$ cat config.mk
export PLATFORM = sky130hd
export DESIGN_NAME = tilemap_scheduler
export DESIGN_NICKNAME = d
export VERILOG_FILES = /design/src/rtl/tilemap_scheduler.sv
export SDC_FILE = /design/constraint.sdc
export NUM_CORES = 1
export LEC_CHECK = 0
export ABC_AREA = 1
export CAP_MARGIN = 20
export CELL_PAD_IN_SITES_DETAIL_PLACEMENT = 1
export CELL_PAD_IN_SITES_GLOBAL_PLACEMENT = 1
export CORE_UTILIZATION = 25
export DETAILED_ROUTE_END_ITERATION = 10
export PLACE_DENSITY_LB_ADDON = 0.12
export SLEW_MARGIN = 25
export SYNTH_ARGS = -nofsm -noshare
export SYNTH_HDL_FRONTEND = slang
export SYNTH_SLANG_ARGS = --single-unit
export TNS_END_PERCENT = 100
$ cat constraint.sdc
create_clock -name clk -period 1.3 [get_ports clk]
set_input_delay 0.13 -clock clk [delete_from_list [all_inputs] [get_ports clk]]
set_output_delay 0.13 -clock clk [all_outputs]
set_load 0.01 [all_outputs]
$ cat src/rtl/tilemap_scheduler.sv
// Walks a MAP_COLS x MAP_ROWS tile map in row-major order and grants the tile renderer
// a TILE_CYCLES window per non-empty map entry, driving its base address, origin and restart.
module tilemap_scheduler #(
  parameter int          MAP_COLS    = 20,
  parameter int          MAP_ROWS    = 15,
  parameter int          MAP_AW      = 9,
  parameter int          TILE_CYCLES = 4096,
  parameter logic [7:0]  SKIP_IDX    = 8'hFF
) (
  input  logic              clk,
  input  logic              rstn,
  input  logic              start,
  output logic              busy,
  output logic              done,
  output logic [MAP_AW-1:0] map_addr,
  input  logic [7:0]        map_data,
  output logic [18:0]       tile_addr,
  output logic [9:0]        top,
  output logic [9:0]        left,
  output logic              tile_rstn,
  output logic              render_active
);

  localparam int COL_W = (MAP_COLS > 1) ? $clog2(MAP_COLS) : 1;
  localparam int ROW_W = (MAP_ROWS > 1) ? $clog2(MAP_ROWS) : 1;
  localparam int CNT_W = (TILE_CYCLES > 1) ? $clog2(TILE_CYCLES) : 1;

  typedef enum logic [2:0] {
    IDLE    = 3'd0,
    FETCH   = 3'd1,
    WAIT    = 3'd2,
    LOAD    = 3'd3,
    RENDER  = 3'd4,
    ADVANCE = 3'd5,
    DONE    = 3'd6
  } state_t;

  state_t           state;
  state_t           state_nxt;
  logic [COL_W-1:0] col;
  logic [ROW_W-1:0] row;
  logic [CNT_W-1:0] cnt;

  logic last_col;
  logic last_row;
  logic cnt_last;
  logic skip;

  assign last_col = (col == COL_W'(MAP_COLS - 1));
  assign last_row = (row == ROW_W'(MAP_ROWS - 1));
  assign cnt_last = (cnt == CNT_W'(TILE_CYCLES - 1));
  assign skip     = (map_data == SKIP_IDX);

  always_ff @(posedge clk or negedge rstn) begin
    if (!rstn) state <= IDLE;
    else       state <= state_nxt;
  end

  always_comb begin
    state_nxt = state;
    case (state)
      IDLE:    if (start) state_nxt = FETCH;
      FETCH:   state_nxt = WAIT;
      WAIT:    state_nxt = LOAD;
      LOAD:    state_nxt = skip ? ADVANCE : RENDER;
      RENDER:  if (cnt_last) state_nxt = ADVANCE;
      ADVANCE: state_nxt = (last_col && last_row) ? DONE : FETCH;
      DONE:    state_nxt = IDLE;
      default: state_nxt = IDLE;
    endcase
  end

  // Restart/active are registered from the next state so they are high exactly in RENDER.
  always_ff @(posedge clk or negedge rstn) begin
    if (!rstn) begin
      busy          <= 1'b0;
      done          <= 1'b0;
      map_addr      <= '0;
      tile_addr     <= '0;
      top           <= '0;
      left          <= '0;
      tile_rstn     <= 1'b0;
      render_active <= 1'b0;
      col           <= '0;
      row           <= '0;
      cnt           <= '0;
    end else begin
      done          <= (state_nxt == DONE);
      tile_rstn     <= (state_nxt == RENDER);
      render_active <= (state_nxt == RENDER);
      case (state)
        IDLE: begin
          if (start) begin
            busy     <= 1'b1;
            col      <= '0;
            row      <= '0;
            map_addr <= '0;
          end
        end
        LOAD: begin
          if (!skip) begin
            tile_addr <= {1'b0, map_data, 10'b0};
            top       <= 10'(row) << 5;
            left      <= 10'(col) << 5;
            cnt       <= '0;
          end
        end
        RENDER: begin
          cnt <= cnt + CNT_W'(1);
        end
        ADVANCE: begin
          // Row-major walk: the next map index is always the current one plus one.
          if (!(last_col && last_row)) begin
            map_addr <= map_addr + MAP_AW'(1);
            if (last_col) begin
              col <= '0;
              row <= row + ROW_W'(1);
            end else begin
              col <= col + COL_W'(1);
            end
          end
        end
        DONE: begin
          busy <= 1'b0;
        end
        default: ;
      endcase
    end
  end

endmodule

---- After elaboration in Yosys (flattened, before gate mapping) ----
Cells that the tools add are included.
cells by class
  add/sub/neg operators ................... 4
  eq/ne operators ......................... 16
  multiplexer cells ....................... 20
  bitwise operators ....................... 1
  reduce and logical (&&, ||, !) cells .... 10
operator list
  kind                                            number
  case mux 12 bit (2 select lines)                1
  two-way mux 9 bit                               2
  case mux 3 bit (6 select lines)                 1
  case mux 9 bit (2 select lines)                 1
  == test 3 bit (second input constant)           5
  two-way mux 5 bit                               3
  adder 12 x 1 -> 12 bit (second input constant)  1
  == test 12 bit (second input constant)          1
  two-way mux 12 bit                              1
  two-way mux 4 bit                               3
  case mux 5 bit (2 select lines)                 1
  adder 9 x 1 -> 9 bit (second input constant)    1
  two-way mux 3 bit                               3
  == test 8 bit (second input constant)           1
  != test 2 bit (second input constant)           4
  case mux 4 bit (2 select lines)                 1
  == test 3 x 2 -> 1 bit (second input constant)  2
  AND reduction 2 bit                             3
  nonzero test 2 bit                              3
  adder 5 x 1 -> 5 bit (second input constant)    1
  == test 5 bit (second input constant)           1
  adder 4 x 1 -> 4 bit (second input constant)    1
  == test 4 bit (second input constant)           1
  AND reduction 4 bit                             1
  other kinds (7)                                 8
word-level totals
  register bits after elaboration ......... 53
  input port bits ......................... 11
  output and inout bits ................... 52

---- Logic depth before layout (Yosys ltp) ----
  depth after elaboration ................. 5
  depth in mapped cells ................... 10
  depth with buffers taken out ............ 9

---- Worst setup path after synthesis ----
Ideal clock, no wire load.
  path kind ............................... register to register
  from .................................... register col[0]
  to ...................................... register col[0]
  setup time .............................. 0.123 ns
  arrival time ............................ 1.261 ns
  slack ................................... -0.085 ns
  cell stages (with the launch flop) ...... 11
  period minus slack after synthesis ...... 1.385 ns
  path through ............................ dfrtp_1 ha_1 nand2_1 inv_1 nand2_2 nand2_4 nand2_4 nor2_8 buf_6 nand2_1 o21ai_1
between the ends
  word-level cells in the longest chain between the ends .. 4
ends and longest elaborated chain
  item                                                                    line      source
  start, declared                                                         40        logic [COL_W-1:0] col;
  start signal, assigned                                                  119       col <= col + COL_W'(1);
  adder 5 x 1 -> 5 bit or == test 5 bit (tied branches)                   119, 49
  two-way mux 5 bit or logical AND 1 bit (tied branches)                  115, 113
  two-way mux 5 bit or != test 2 bit (tied branches)                      --
  case mux 5 bit (2 select lines) or AND reduction 3 bit (tied branches)  --
Several ways; a longest one is shown, not always the timed one. The select of a mux whose other input is x is not followed.
A chain may end at the register's enable or synchronous reset.

---- Worst setup path after layout ----
Ends and elaborated chain as after synthesis.

==> results by group <==
Outcome
  – Status: finished with violations
  – Failing checks: setup timing

Power and ir drop
  – Internal Power: 4.14 mW
  – Peak supply drop: 0.585 mV
  – Clock share of power: 0.191
  – P_sw: 2.56 mW
  – Power after layout: 6.70 mW
  – Power Density: 1550 nW/um2
  – Seq pwr share: 0.340
  – Static Leak: 2.20 nW
  – Sw Share: 0.382
  – Combinational share of power: 0.469

Timing
  – Final Max Slew Viols: 0
  – Setup-failing EPs final: 12
  – Setup TNS Final: -0.448 ns
  – Layout Skew: 0.00606 ns
  – Setup slack after layout: -0.0803 ns
  – Final hold vios: 0
  – Final min period: 1.38 ns
  – Fmax: 724 MHz
  – RSZ-0062 raised after global routing: yes
  – Final Cycle Share: 1.06

Die
  – Die Area: 12,100 um2
  – Die H: 110 um
  – FP Rows: 39
  – # IOs: 63
  – Initial core utilization: 0.256
  – Die width: 110 um
  – Core area: 11,400 um2

Worst setup path
  – Crit path depth: 10
  – Worst Path Buf+Inv: 2
  – Cell mode on critical path: nand2_4
  – CP arrival: 1.60 ns
  – Critical-path top delay cell: dfrtp_1
  – Delay-heaviest family, CP: simple AND/OR/NAND/NOR gates
  – Worst Path Required: 1.52 ns
  – Worst r2r dst: col[0]
  – Maximum fanout along the worst path: 6
  – R2r setup slk: -0.08 ns
  – Worst Reg-to-Reg Cells: 10
  – Crit path cell chain: ha_2, nand2_2, inv_2, nand2_4, nand2_4, nand2_4, nor2_8, buf_6, nand2_2, o21ai_1
  – Largest stage delay on the critical path: 0.36 ns
  – Reg-to-reg critical path startpoint: col[0]
  – CP Class: reg2reg
  – Worst Setup End Kind: register
  – Critical Path Source Type: register

Yosys
  – Area share of the largest cell type after synthesis: 0.454
  – Synth area leaders: dfrtp_1 (45%), nand2_1 (15%), nand3_1 (7.0%), buf_4 (6.4%), inv_1 (3.9%)
  – Synth top cells by count: nand2_1 (115), dfrtp_1 (53), nand3_1 (41)
  – Mean Syn Cell Area: 7.93 um2
  – Dominant cell type by area after synthesis: dfrtp_1
  – Most common cell in the synthesized netlist: nand2_1
  – Syn Std Cell Area: 2920 um2
  – Post-synthesis sequential area ratio: 0.454
  – Yosys warning count: 0
  – Mapped Cells: 368
  – EDFF count, synth: 0
  – FFs w/ async S/R, synth: 1.00
  – FF+latch count, synth: 53
  – Primary FF master, synth: dfrtp_1
  – Number of distinct library cells after synthesis: 27

Clocking
  – Clock Tree Root: clkbuf_16
  – Number of buffers created by CTS: 5
  – Clk buf depth: 2
  – CTS tree: done
  – Clock-pin slew on the worst setup and hold paths: 0.07 ns
  – H-tree Lvls: 2
  – CTS sink count: 53
  – Worst-Skew Late Latency: 0.29 ns

Detailed routing
  – Starting DRT DRC Count: 117
  – Residual DRC: 0
  – Via Count: 2,685
  – ANT nets after route: 0
  – WL per Instance: 12.8 um
  – Drt total wl: 7880 um
  – Vias/cell: 4.37
  – DRT Pass-1 Iters: 4

Finish
  – N_diodes: 0
  – Fin nets: 489
  – Synthesis-to-finish area growth: 48.4%
  – Layout cells sized above 1: 0.360

GRT
  – GRT busiest layer: met2
  – GR Layer Usage met3: 0.0253
  – Vias in the first global route: 2,657
  – Largest net degree at the start of global routing: 54
  – Total gr overflow: 0
  – GRT Total Usage: 0.137
  – Initial antenna violation count: 0
  – GRT met2 Usage: 0.219
  – First-pass GRT wire length: 12,800 um
  – Grt met1 use: 0.187

Placement
  – Detail Placement HPWL: 5500 um
  – Buffers on Ports: 40
  – GP Congestion: 0.702

Flow run
  – MaxCap Viol Count: 0

Worst hold path
  – Worst min-delay path class: in2async
[cells in the final DEF (no fill, tap or decap), types with 4 or more instances in the layout]
master           synthesis  final
xor2_1                   4      4
conb_1                   1     22
o21ai_2                  5     12
nand2_2                  5     35
dfrtp_2                  0      7
inv_2                    3      8
nor2_1                  20     15
buf_6                    1      6
o21ai_0                 20      8
clkbuf_16                0      6
o21ai_1                  9     13
inv_1                   30     25
nand4_1                  8      8
dlygate4sd2_1            0     30
clkdlybuf4s50_1          0      9
nand2_4                  3     11
nand2_1                115     77
dfrtp_1                 53     46
buf_12                   0      5
buf_4                   25     54
nor2_2                   2      4
nand3_1                 41     37
[worst min-delay path: stages]
cell and delay [ns]:
dlygate4sd3_1 0.52, buf_2 0.12, buf_12 0.27
[cell families (layout without fill, tap and decap cells)]
kind of cell    count (synthesis)  in the layout  share of synthesized area
flops                          53             53                      0.454
compound gates                 38             38                     0.0742
buf+inv                        64            147                      0.118
xor+xnor                        4              4                     0.0120
simple gates                  203            203                      0.318
other cells                     1             22                    0.00128
fa+ha+maj                       5              5                     0.0214
[state kept, by name, indices dropped and copies added (netlist names), 3 cells and up]
name / flops
top: 4
cnt: 12
row: 4
left: 5
tile_addr: 8
map_addr: 9
col: 5
state: 3
[power by group through the flow]
stage / Sequential [mW] / Combinational (mW) / Clock [mW]
6_report: 2.28 / 3.15 / 1.28
4_1_cts: 2.22 / 2.68 / 1.35
5_1_grt: 2.33 / 3.48 / 1.39
3_5_place_dp: 2.24 / 2.54 / 0
3_3_place_gp: 2.24 / 2.51 / 0
2_1_floorplan: 2.30 / 1.26 / 0
[per-layer routing]
metal,up-vias,part of all wire
met1,1290,0.49
li1,1338,-
met2,52,0.46
met5,-,0
met3,5,0.037
met4,0,0.012
[area by class of cell]
type,count,area (um2)
Fill cell,1350,7090
Multi-Input combinational cell,272,1590
Sequential cell,53,1340
Timing Repair Buffer,107,966
Tap cell,143,179
Inverter,34,128
Clock buffer,5,125
Clock inverter,1,5.00
[worst max path at each step]
stage	from	end	slack, ns
after floorplan	col[0]	col[0]	-0.05
after global placement	row[0]	render_active	-0.28
after detailed placement	row[0]	render_active	-0.28
after CTS	col[1]	col[0]	-0.1
after global routing	col[0]	col[0]	-0.21
final	col[0]	col[0]	-0.08
[through the flow]
| stage | util | cell area (um2) | setup slack (ns) | hold slack (ns) | std cells |
|---|---|---|---|---|---|
| global placement | 0.329 | 3750 | -0.279 | 0.161 | 589 |
| floorplan | - | 3010 | -0.0502 | -0.166 | 389 |
| detailed placement | 0.329 | 3750 | -0.277 | 0.138 | 589 |
| CTS | 0.351 | 4010 | -0.0963 | 0.387 | 603 |
| global route | 0.379 | 4330 | -0.208 | 0.406 | 615 |
| finish | 0.379 | 4330 | -0.0803 | 0.363 | 615 |
[what timing repair did]
| item | CTS | global route |
|---|---|---|
| pin swaps | 4 | 11 |
| hold endpoints to repair | 53 | 0 |
| hold buffers | 1 | 0 |
| setup buffers | 7 | 11 |
| gates cloned | 0 | 1 |
| gates resized for setup | 63 | 71 |
| setup endpoints to repair | 65 | 52 |
Note: power is estimated with default switching activity, not from simulation.
